### src/rtl/fp_subtractor_seq.sv
// Multi-cycle binary32 subtractor (out = src0 - src1) using a simplified float model:
// implicit one, truncation, no NaN/Inf/denormals. Alignment and normalisation shift one bit per cycle.
module fp_subtractor_seq (
    input  logic        clk,
    input  logic        rst,
    input  logic        in_valid,
    output logic        in_ready,
    input  logic [31:0] src0,
    input  logic [31:0] src1,
    output logic        out_valid,
    input  logic        out_ready,
    output logic [31:0] out,
    output logic        busy
);

    typedef enum logic [2:0] {IDLE, ALIGN, OPER, NORM, DONE} state_t;

    state_t      state;
    logic        sa, sb, rs;
    logic [7:0]  ea, eb, re;
    logic [27:0] ma, mb, sum;
    logic        a_zero, b_zero;
    logic [7:0]  diff;

    always_comb begin
        diff     = (ea > eb) ? (ea - eb) : (eb - ea);
        in_ready = (state == IDLE);
        busy     = (state != IDLE);
    end

    always_ff @(posedge clk) begin
        if (rst) begin
            state     <= IDLE;
            out       <= '0;
            out_valid <= 1'b0;
        end else begin
            case (state)
                IDLE: begin
                    if (in_valid) begin
                        // Subtrahend sign is flipped at capture so the datapath only adds.
                        sa     <= src0[31];
                        ea     <= src0[30:23];
                        ma     <= {4'b0001, src0[22:0]};
                        sb     <= ~src1[31];
                        eb     <= src1[30:23];
                        mb     <= {4'b0001, src1[22:0]};
                        a_zero <= (src0[30:0] == '0);
                        b_zero <= (src1[30:0] == '0);
                        state  <= ALIGN;
                    end
                end
                ALIGN: begin
                    if (a_zero) begin
                        out       <= {sb, eb, mb[22:0]};
                        out_valid <= 1'b1;
                        state     <= DONE;
                    end else if (b_zero) begin
                        out       <= {sa, ea, ma[22:0]};
                        out_valid <= 1'b1;
                        state     <= DONE;
                    end else if (ea == eb) begin
                        state <= OPER;
                    end else if (diff >= 8'd27) begin
                        if (ea > eb) begin
                            mb <= '0;
                            eb <= ea;
                        end else begin
                            ma <= '0;
                            ea <= eb;
                        end
                    end else if (ea > eb) begin
                        mb <= mb >> 1;
                        eb <= eb + 8'd1;
                    end else begin
                        ma <= ma >> 1;
                        ea <= ea + 8'd1;
                    end
                end
                OPER: begin
                    re <= ea;
                    if (sa == sb) begin
                        sum <= ma + mb;
                        rs  <= sa;
                    end else if (ma >= mb) begin
                        sum <= ma - mb;
                        rs  <= sa;
                    end else begin
                        sum <= mb - ma;
                        rs  <= sb;
                    end
                    state <= NORM;
                end
                NORM: begin
                    if (sum == '0) begin
                        out       <= '0;
                        out_valid <= 1'b1;
                        state     <= DONE;
                    end else if (sum[24]) begin
                        if (re >= 8'hFE)
                            out <= {rs, 8'hFF, 23'b0};
                        else
                            out <= {rs, re + 8'd1, sum[23:1]};
                        out_valid <= 1'b1;
                        state     <= DONE;
                    end else if (sum[23]) begin
                        out       <= {rs, re, sum[22:0]};
                        out_valid <= 1'b1;
                        state     <= DONE;
                    end else if (re <= 8'd1) begin
                        // Next left shift would drive the exponent to zero: flush.
                        out       <= '0;
                        out_valid <= 1'b1;
                        state     <= DONE;
                    end else begin
                        sum <= sum << 1;
                        re  <= re - 8'd1;
                    end
                end
                DONE: begin
                    if (out_ready) begin
                        out_valid <= 1'b0;
                        state     <= IDLE;
                    end
                end
                default: state <= IDLE;
            endcase
        end
    end

endmodule

### config.mk
export PLATFORM = sky130hd
export DESIGN_NAME = fp_subtractor_seq
export DESIGN_NICKNAME = d
export VERILOG_FILES = /design/src/rtl/fp_subtractor_seq.sv
export SDC_FILE = /design/constraint.sdc
export NUM_CORES = 1
export LEC_CHECK = 0
export BUFFER_PORTS_ARGS = -buffer_cell sky130_fd_sc_hd__buf_2
export CORE_MARGIN = 1.5
export CORE_UTILIZATION = 25
export DETAILED_ROUTE_END_ITERATION = 16
export GPL_ROUTABILITY_DRIVEN = 0
export SYNTH_ARGS = -nofsm -noshare
export SYNTH_HDL_FRONTEND = slang
export SYNTH_SLANG_ARGS = --single-unit
### constraint.sdc
create_clock -name clk -period 8.2 [get_ports clk]
set_input_delay 1.64 -clock clk [delete_from_list [all_inputs] [get_ports clk]]
set_output_delay 1.64 -clock clk [all_outputs]
set_load 0.01 [all_outputs]
Yosys cells after proc, flatten, opt, wreduce, memory -nomap -nowiden
Cells that the tools add are included.

cells by class
  add/sub/neg operators = 9
  order comparisons = 5
  equality and inequality tests = 22
  multiplexer cells = 72
  bitwise operators = 2
  reduce and logical (&&, ||, !) cells = 21

operators with widths
  operator               number
  $mux W28               20
  $mux W32               6
  $pmux W28 S2           3
  $mux W8                18
  $pmux W32 S2           1
  $logic_not A31 Y1      2
  $sub A28 B28 Y28       2
  $pmux W8 S2            3
  $mux W31               1
  $add A28 B28 Y28       1
  $ge A28 B28 Y1         1
  $logic_not A28 Y1      1
  $reduce_and A7 Y1      4
  $mux W3                9
  $add A8 B1 Y8 const B  3
  $ne A2 B2 Y1 const B   11
  $sub A8 B8 Y8          2
  $pmux W3 S5            1
  $reduce_and A4 Y1      3
  $mux W1                9
  $ne A3 B3 Y1 const B   3
  $reduce_and A3 Y1      3
  $eq A8 B8 Y1           1
  $ge A8 B5 Y1 const B   1
  17 further kinds       22

word-level totals
  flip-flop bits (word level) = 149
  input bits = 68
  output and inout port bits = 35
  word-level logic and storage cells = 147

Logic depth before layout (Yosys ltp)
Gate-level depths: netlist of run 1.

  depth in word-level cells = 8
  gate-level depth with buffers = 16

Least setup slack after synthesis of run 1
No wires, ideal clock.

  kind = reg2reg
  start = reg re[0]
  end = reg re[0], enable pin
  arrival time = 3.268 ns
  required time = 7.775 ns
  setup slack = 4.507 ns
  cell stages (with the launch flop) = 10
  period minus slack after synthesis = 3.693 ns
  path through = edfxtp_1 > clkbuf_1 > inv_1 > ha_1 > nor2_1 > nor4_2 > nor4_4 > clkbuf_1 > a31oi_1 > nor2_1

on the way
  longest elaborated chain between the ends = 3

ends and longest elaborated chain
  item                                line  RTL
  from (decl)                         20    logic [7:0] ea, eb, re;
  from (signal assigned)              116   re <= re - 8'd1;
  $le A8 B1 Y1                        109   end else if (re <= 8'd1) begin
  $ne A2 B2 Y1 (no source line)       --
  $reduce_and A6 Y1 (no source line)  --

Every way passes these cells.
A chain may end at the register's enable or synchronous reset.

Final worst setup path of run 1
  start = reg ma[3]
  end = reg sum[22], data pin

on the way
  longest elaborated chain between the ends = 4

ends and longest elaborated chain
  item                                      line  RTL
  from (decl)                               21    logic [27:0] ma, mb, sum;
  from (signal assigned)                    43    ma <= {4'b0001, src0[22:0]};
  from (signal assigned)                    75    ma <= ma >> 1;
  $sub A28 B28 Y28 (tied with other cells)  88    sum <= mb - ma;
  $mux W28                                  84    end else if (ma >= mb) begin
  $mux W28 (*)                              81    if (sa == sb) begin
  $pmux W28 S2 (*)                          37    case (state)
  to (signal assigned)                      82    sum <= ma + mb;
  to (signal assigned)                      85    sum <= ma - mb;
  to (signal assigned)                      88
  to (decl)                                 21

Mark *: on every way between the ends. The rest lies on a longest branch, timed or not.

==> results of run 1 <==
-- worst max-delay path, cell delays in order (launching register included) --
cell and delay, ns:
sky130_fd_sc_hd__edfxtp_1 0.44, sky130_fd_sc_hd__inv_1 0.07, sky130_fd_sc_hd__ha_1 0.53, sky130_fd_sc_hd__nand4_1 0.25
sky130_fd_sc_hd__nor4_1 0.68, sky130_fd_sc_hd__o21ai_2 0.26, sky130_fd_sc_hd__nand2_1 0.75, sky130_fd_sc_hd__a311oi_1 0.23
sky130_fd_sc_hd__a2111oi_2 0.42, sky130_fd_sc_hd__a2111oi_0 0.14, sky130_fd_sc_hd__a311o_1 0.38
-- worst paths after layout --
path            from  endpoint  slack [ns]
min reg2reg  out[26]   out[26]        0.45
max reg2reg    ma[3]   sum[22]        3.78
max            ma[3]   sum[22]        3.78
min          out[26]   out[26]        0.45
-- synth_stat cells (41+ instances only) --
library cell and number:
sky130_fd_sc_hd__nor2_1 129, sky130_fd_sc_hd__mux2i_1 41, sky130_fd_sc_hd__nand2_1 84, sky130_fd_sc_hd__a22o_1 50, sky130_fd_sc_hd__a21oi_1 92, sky130_fd_sc_hd__edfxtp_1 105, sky130_fd_sc_hd__o21ai_0 72, sky130_fd_sc_hd__inv_1 105
sky130_fd_sc_hd__clkbuf_1 59, sky130_fd_sc_hd__ha_1 93
-- power by group through the flow --
stage                     sequential, mW  clock [mW]  combinational, mW
final                              0.938       0.795               1.09
after global routing               0.948       0.828               1.19
after CTS                          0.938       0.804               1.07
after detailed placement           0.953           0               1.07
after global placement             0.951           0               1.05
after floorplan                    0.934           0              0.787
-- cell families after synthesis --
kind of cell / Yosys count
AOI/OAI and AO/OA: 478
xor gates and xnor gates: 41
adders and majority gates: 98
buffers and inverters: 206
DFF: 141
muxes: 45
and+or+nand+nor: 415
-- flip-flops by register name, summed over array words and instances (netlist names) --
name and cells:
a_zero 1, b_zero 1, ea 8, eb 8, ma 24, mb 24, out 32, out_valid 1
re 8, rs 1, sa 1, sb 1, state 3, sum 28
-- metrics by stage --
stage	setup slack (ns)	total power [mW]	hold WS (ns)	cells
floorplan	4.51	1.72	0.481	1424
global route	3.47	2.96	0.482	2088
CTS	3.87	2.81	0.460	2088
global placement	3.99	2.01	0.449	2056
finish	3.78	2.82	0.455	2088
detailed placement	3.87	2.02	0.451	2056
-- cell type report --
class | count | area, um^2 | area share
Clock buffer | 17 | 425 | 0.0310
Clock inverter | 15 | 163 | 0.0118
Inverter | 109 | 409 | 0.0298
Multi-Input combinational cell | 1077 | 7500 | 0.546
Sequential cell | 141 | 3870 | 0.282
Tap cell | 615 | 769 | 0.0560
Timing Repair Buffer | 114 | 601 | 0.0437
-- cells in the final DEF, fill, tap and decap left out, types with 13 or more instances in the layout --
master / count
sky130_fd_sc_hd__a211oi_1: 13
sky130_fd_sc_hd__a21o_1: 24
sky130_fd_sc_hd__a21oi_1: 91
sky130_fd_sc_hd__a22o_1: 50
sky130_fd_sc_hd__a311oi_1: 13
sky130_fd_sc_hd__a31oi_1: 36
sky130_fd_sc_hd__and3_1: 14
sky130_fd_sc_hd__buf_2: 102
sky130_fd_sc_hd__clkbuf_16: 17
sky130_fd_sc_hd__dfxtp_1: 36
sky130_fd_sc_hd__edfxtp_1: 105
sky130_fd_sc_hd__ha_1: 93
sky130_fd_sc_hd__inv_1: 105
sky130_fd_sc_hd__mux2i_1: 41
sky130_fd_sc_hd__nand2_1: 84
sky130_fd_sc_hd__nand3_1: 16
sky130_fd_sc_hd__nand4_1: 20
sky130_fd_sc_hd__nor2_1: 127
sky130_fd_sc_hd__nor2b_1: 36
sky130_fd_sc_hd__nor3_1: 28
sky130_fd_sc_hd__nor4_1: 31
sky130_fd_sc_hd__o211ai_1: 13
sky130_fd_sc_hd__o21ai_0: 72
sky130_fd_sc_hd__o21ai_1: 33
sky130_fd_sc_hd__o21bai_1: 14
sky130_fd_sc_hd__o221ai_1: 29
sky130_fd_sc_hd__xnor2_1: 28
-- layer usage --
metal	up-vias	part of all wire
li1	5372	-
met1	5447	0.45
met2	486	0.45
met3	61	0.065
met4	2	0.032
met5	-	0.00029
==> flow_summary.rst, run 1 <==
.. list-table::
   :header-rows: 1

   * - Metric
     - Value
   * - Synth Area in Compound Gates
     - 0.269
   * - Clock tree from TritonCTS
     - done
   * - Antenna violation net count after detailed routing
     - 0
   * - Worst-skew pair later-pin latency
     - 0.45 ns
   * - N_diodes
     - 0
   * - Combinational share of power
     - 0.385
   * - Crit. End Element
     - register
   * - Max-cap violation count
     - 0
   * - Layout overhead on the synthesized area
     - 12.5%
   * - Vertical die dimension
     - around 220 um
   * - Met1 layer usage reported by global route
     - 0.228
   * - Layout filler cell count
     - 5073
   * - Actual slew at the worst max-slew pin
     - 1.25 ns
   * - Number of failing hold endpoints at the final stage
     - 0
   * - Number of max-slew violations in the final report
     - 0
   * - Wire length after detailed routing
     - 41900 um
   * - Leftover overflow at the end of global routing
     - 0
   * - Highest-utilization routing layer at the global route stage
     - met2
   * - Share of the synthesized netlist area taken by xor and xnor gates
     - 0.0294
   * - Final net count
     - 1626
   * - Power density of the placed cells
     - 205 mW/mm^2
   * - Achievable frequency
     - 226 MHz
   * - Global Route met3 Usage
     - 0.0211
   * - Vias after detailed routing
     - 11368
   * - Overall Global Routing Usage
     - 0.164
   * - Async set-or-reset flop fraction in the synthesized netlist
     - 0
   * - Clock slew seen by the registers of the worst setup and hold paths
     - approximately 0.07 ns
   * - Fraction of synthesized cell area taken by the top area cell type
     - 0.258
   * - Yosys warns
     - 0
   * - Global Route met2 Usage
     - 0.256
   * - Net switching fraction of the power
     - 0.388
   * - Worst-case clock buffer depth
     - 2
   * - Fraction of power consumed by the clock network
     - 0.282
   * - CTS H-tree depth
     - 4
   * - Final worst path period need
     - 4.42 ns
   * - Die outline width
     - between 200 and 250 um
   * - Cell Area, Synth
     - 0.0122 mm^2
   * - I/O Buffers
     - 102
   * - I/O pins
     - 103
   * - DP HPWL
     - 32000 um
   * - Cell variety after synth
     - 91
   * - WL per Instance
     - between 20 and 25 um
   * - Post-route DRC
     - 0
   * - Critical path required time
     - ~8.4 ns
   * - Internal
     - 1.73 mW
   * - Outcome
     - finished clean
   * - Worst setup skew after layout
     - 0.0155 ns
   * - Starting density of the core
     - 0.255
   * - Fraction of layout cells with a size suffix above 1
     - 0.121
   * - Per-cell via count in the routed design
     - 5.44
   * - Number of failing setup endpoints in the final timing report
     - 0
   * - Global-route wire length before repair
     - 63700 um
   * - Total setup buffers inserted after CTS
     - 0
   * - Initial antenna violation count
     - 2
   * - Multiplexer share of the synthesized area
     - 0.0373
   * - End-of-flow core utilization
     - 0.287
   * - Number of cells on the worst reg-to-reg path
     - 10
   * - Post-route setup TNS
     - 0 ns
   * - Vias in the first global route
     - about 11000
   * - Cts hold-fix bufs
     - 0
   * - Fraction of the cycle the final worst path needs
     - 0.539
   * - Largest cells by area after synthesis
     - sky130_fd_sc_hd__edfxtp_1 (26%), sky130_fd_sc_hd__ha_1 (9.5%), sky130_fd_sc_hd__dfxtp_1 (5.9%)
   * - Largest family of logic cells by synthesized area
     - compound AO/OA/AOI/OAI gates
   * - Basic-gate share of the synthesized area counting and, or, nand and nor cells
     - 0.172
   * - Worst slew slack as a fraction of its limit
     - 0.166
   * - Clock Sink Count
     - 141
   * - Synthesis-stage register bit count
     - 141
   * - Area after detailed placement
     - 0.0132 mm^2
   * - Data arrival time of the worst path
     - 4.62 ns
   * - Worst min-delay path category
     - register to register
   * - Mapped Nets
     - 1590
   * - Maximum number of pins on one net before global-route repair
     - 60
   * - Final Instance Area
     - 0.0137 mm^2
   * - Root buffer cell
     - sky130_fd_sc_hd__clkbuf_16
   * - Floorplan die area
     - 0.0502 mm^2
   * - Worst Path Max Fanout
     - 22
   * - RSZ-0062 raised after global routing
     - false
   * - Leakage power of the design
     - roughly 5.4 nW
   * - Drt first pass iters
     - 7
   * - Number of DRC violations after detailed-routing iteration 0
     - between 1000 and 1500
   * - Worst hold path stage count
     - 2
   * - Post-Syn Instances
     - 1424
   * - Number of enable flip-flop cells after synthesis
     - 105
   * - Post_cts resized
     - 0
   * - Number of CTS-inserted buffers
     - 17
   * - Net switching power figure
     - 1.09 mW
   * - Dominant synthesized flop cell
     - sky130_fd_sc_hd__edfxtp_1
   * - Critical setup path kind
     - register to register
   * - Sequential share of power
     - 0.333
   * - Standard-cell row count
     - 80
   * - Seq/Total Area, Yosys
     - 0.317
   * - Nature of the critical path startpoint
     - register
   * - Adder-cell share of the synthesized area
     - 0.103
   * - Mean Syn Cell Area
     - ~8.6 um^2
   * - Most area-hungry cell type in the Yosys netlist
     - sky130_fd_sc_hd__edfxtp_1
   * - Std-Cell Core Area
     - about 0.048 mm^2
   * - Maximum vdd ir drop
     - 0.162 mV
Note: power is estimated with default switching activity, not from simulation.
==> run 2: changes to the inputs <==
==> constraint.sdc (replaced) <==
create_clock -name clk -period 3.98 [get_ports clk]
set_input_delay 0.796 -clock clk [delete_from_list [all_inputs] [get_ports clk]]
set_output_delay 0.796 -clock clk [all_outputs]
set_load 0.01 [all_outputs]
==> run 2 against run 1 <==
Net effect:
- clock power grew 100%
- critical endpoint unchanged
- fmax grew 17%
- largest power group unchanged
- power grew 110%
- wire length grew 3.1%
- critical path depth grew 2
- clock-buffer cell count grew 1
- register-to-register slack lost 3.6 ns
- die area is the same
- largest cell class unchanged
- sequential power grew 110%
- setup slack lost 3.6 ns
==> flow_summary.rst, run 2 (synthesis results as in run 1) <==
.. list-table::
   :header-rows: 1

   * - Metric
     - Value
   * - Outcome
     - finished clean (unchanged)
   * - Starting density of the core
     - 0.255 (unchanged)
   * - Standard-cell row count
     - 80 (unchanged)
   * - Final Instance Area
     - 0.0140 mm^2 (was 0.0137 mm^2)
   * - Number of failing hold endpoints at the final stage
     - 0 (unchanged)
   * - Number of max-slew violations in the final report
     - 0 (unchanged)
   * - Vias after detailed routing
     - 11604 (was 11368)
   * - Leftover overflow at the end of global routing
     - 0 (unchanged)
   * - Post-route setup TNS
     - 0 ns (unchanged)
   * - Worst-case clock buffer depth
     - 2 (unchanged)
   * - Clock tree from TritonCTS
     - done (unchanged)
   * - Number of cells on the worst reg-to-reg path
     - 12 (was 10)
   * - Worst min-delay path category
     - register to register (unchanged)
   * - Vias in the first global route
     - 11064 (was 10500)
   * - Number of DRC violations after detailed-routing iteration 0
     - 1153 (was 1232)
   * - Floorplan die area
     - 0.0502 mm^2 (unchanged)
   * - Critical setup path kind
     - register to register (unchanged)
   * - Most common library cell in the layout ignoring fill and taps
     - sky130_fd_sc_hd__nor2_1 (unchanged)
   * - Worst slew slack as a fraction of its limit
     - 0.248 (was 0.166)
   * - Vertical die dimension
     - 224 um (unchanged)
   * - N_diodes
     - 0 (unchanged)
   * - Cts hold-fix bufs
     - 0 (unchanged)
   * - Worst setup skew after layout
     - 0.0111 ns (was 0.0155 ns)
   * - Antenna violation net count after detailed routing
     - 0 (unchanged)
   * - Worst Path Max Fanout
     - 13 (was 22)
   * - I/O pins
     - 103 (unchanged)
   * - Data arrival time of the worst path
     - 3.96 ns (was 4.62 ns)
   * - Global-route wire length before repair
     - 66800 um (was 63700 um)
   * - Largest regs
     - out x32, sum x28 (unchanged)
   * - Max-cap violation count
     - 0 (unchanged)
   * - Number of failing setup endpoints in the final timing report
     - 0 (unchanged)
   * - Leakage power of the design
     - 5.58 nW (was 5.40 nW)
   * - Worst reg2reg path startpoint
     - ma[13] (was ma[3])
   * - Critical Path Sink
     - sum[22] (unchanged)
   * - Std-Cell Core Area
     - 0.0479 mm^2 (unchanged)
   * - Final net count
     - 1665 (was 1626)
   * - Number of CTS-inserted buffers
     - 17 (unchanged)
   * - Clock Sink Count
     - 141 (unchanged)
   * - Final worst path period need
     - 3.77 ns (was 4.42 ns)
   * - I/O Buffers
     - 102 (unchanged)
   * - Crit. End Element
     - register (unchanged)
   * - Root buffer cell
     - sky130_fd_sc_hd__clkbuf_16 (unchanged)
   * - WL per Instance
     - 20.3 um (was 20.0 um)
   * - Area after detailed placement
     - 0.0134 mm^2 (was 0.0132 mm^2)
   * - Actual slew at the worst max-slew pin
     - 1.12 ns (was 1.25 ns)
   * - Worst-skew pair later-pin latency
     - 0.44 ns (was 0.45 ns)
   * - RSZ-0062 raised after global routing
     - false (unchanged)
   * - Clock slew seen by the registers of the worst setup and hold paths
     - 0.07 ns (about the same)
   * - Fraction of layout cells with a size suffix above 1
     - 0.143 (was 0.121)
   * - Maximum vdd ir drop
     - 0.289 mV (was 0.162 mV)
   * - CTS H-tree depth
     - 4 (unchanged)
   * - Per-cell via count in the routed design
     - 5.46 (was 5.44)
   * - Wire length after detailed routing
     - 43200 um (was 41900 um)
   * - Register containing the most flip-flops in the final layout
     - out (unchanged)
   * - Maximum number of pins on one net before global-route repair
     - 66 (was 60)
   * - Achievable frequency
     - 265 MHz (was 226 MHz)
   * - Endpoint of the worst-slack reg-to-reg timing path
     - sum[22] (unchanged)
   * - Launching instance or port of the critical path
     - ma[13] (was ma[3])
   * - Overall Global Routing Usage
     - 0.171 (was 0.164)
   * - Nature of the critical path startpoint
     - register (unchanged)
   * - Post-route DRC
     - 0 (unchanged)
   * - Power density of the placed cells
     - 419 mW/mm^2 (was 205 mW/mm^2)
   * - Critical path required time
     - 4.17 ns (was 8.40 ns)
   * - Layout overhead on the synthesized area
     - 14.9% (was 12.5%)
   * - Fraction of the cycle the final worst path needs
     - 0.947 (was 0.539)
   * - DP HPWL
     - 33300 um (was 32000 um)
   * - Power Total
     - 5.88 mW (was 2.82 mW)
   * - Drt first pass iters
     - 7 (unchanged)
   * - Commonest cells after routing, fill and taps aside
     - sky130_fd_sc_hd__nor2_1 (127), sky130_fd_sc_hd__inv_1 (105), sky130_fd_sc_hd__edfxtp_1 (105) (unchanged)
   * - Initial antenna violation count
     - 1 (was 2)
   * - Max reg flops
     - 32 (unchanged)
   * - Die outline width
     - 224 um (unchanged)
   * - FF-to-FF setup slack
     - 0.21 ns (was 3.78 ns)
-- run 2: timing repair --
| action | in CTS | in global routing |
|---|---|---|
| resized for setup | 0 | 2 |
| endpoints found under the setup margin | 0 | 5 |
| setup buffers | 0 | 5 |
-- run 2: final cells by class --
cell class | count | area, um^2
clock buffers | 18 | 429
repair buffers | 153 | 918
well taps | 615 | 769
fillers | 5029 | 33900
clock inverters | 14 | 133
flip-flops and latches | 141 | 3870
inverters | 109 | 409
multi-input cells | 1077 | 7500
-- run 2: power by group --
group	internal (mW)	total, mW	leakage [nW]	switching [mW]
sequential	1.78	1.93	1.27	0.144
combinational	0.908	2.35	4.05	1.44
clock	0.871	1.60	0.265	0.731
-- run 2: stage by stage --
stage,utilization,setup slack (ns),hold slack (ns),instances
after floorplan,-,0.287,0.481,1424
after global placement,0.280,0.320,0.445,2090
after detailed placement,0.280,0.218,0.444,2090
after CTS,0.292,0.204,0.453,2122
after global routing,0.293,0.0316,0.495,2127
final,0.293,0.213,0.452,2127
-- run 2: routing by layer --
layer | up-vias | GRT usage | routed length [um]
li1 | 5449 | - | -
met1 | 5532 | 0.231 | 19100
met2 | 541 | 0.267 | 19300
met3 | 80 | 0.0336 | 3260
met4 | 2 | 0.0684 | 1540
met5 | - | 0 | 11
-- run 2: worst max-delay path: stages, from the launching register on --
cell	delay [ns]
sky130_fd_sc_hd__edfxtp_1	0.44
sky130_fd_sc_hd__inv_1	0.07
sky130_fd_sc_hd__ha_1	0.35
sky130_fd_sc_hd__buf_4	0.20
sky130_fd_sc_hd__nor4_1	0.48
sky130_fd_sc_hd__nand2_1	0.18
sky130_fd_sc_hd__o21bai_1	0.31
sky130_fd_sc_hd__a21o_1	0.16
sky130_fd_sc_hd__a21oi_1	0.10
sky130_fd_sc_hd__o31a_1	0.30
sky130_fd_sc_hd__o21ai_1	0.37
sky130_fd_sc_hd__a2111oi_0	0.18
sky130_fd_sc_hd__a311o_1	0.36
-- run 2: worst min path at each step --
stage                     cells after the start       to     from
after CTS                                     2  out[31]  out[31]
after global routing                          2  out[26]  out[26]
after floorplan                               2  out[26]  out[26]
final                                         2  out[26]  out[26]
after global placement                        2  out[31]  out[31]
after detailed placement                      2  out[31]  out[31]
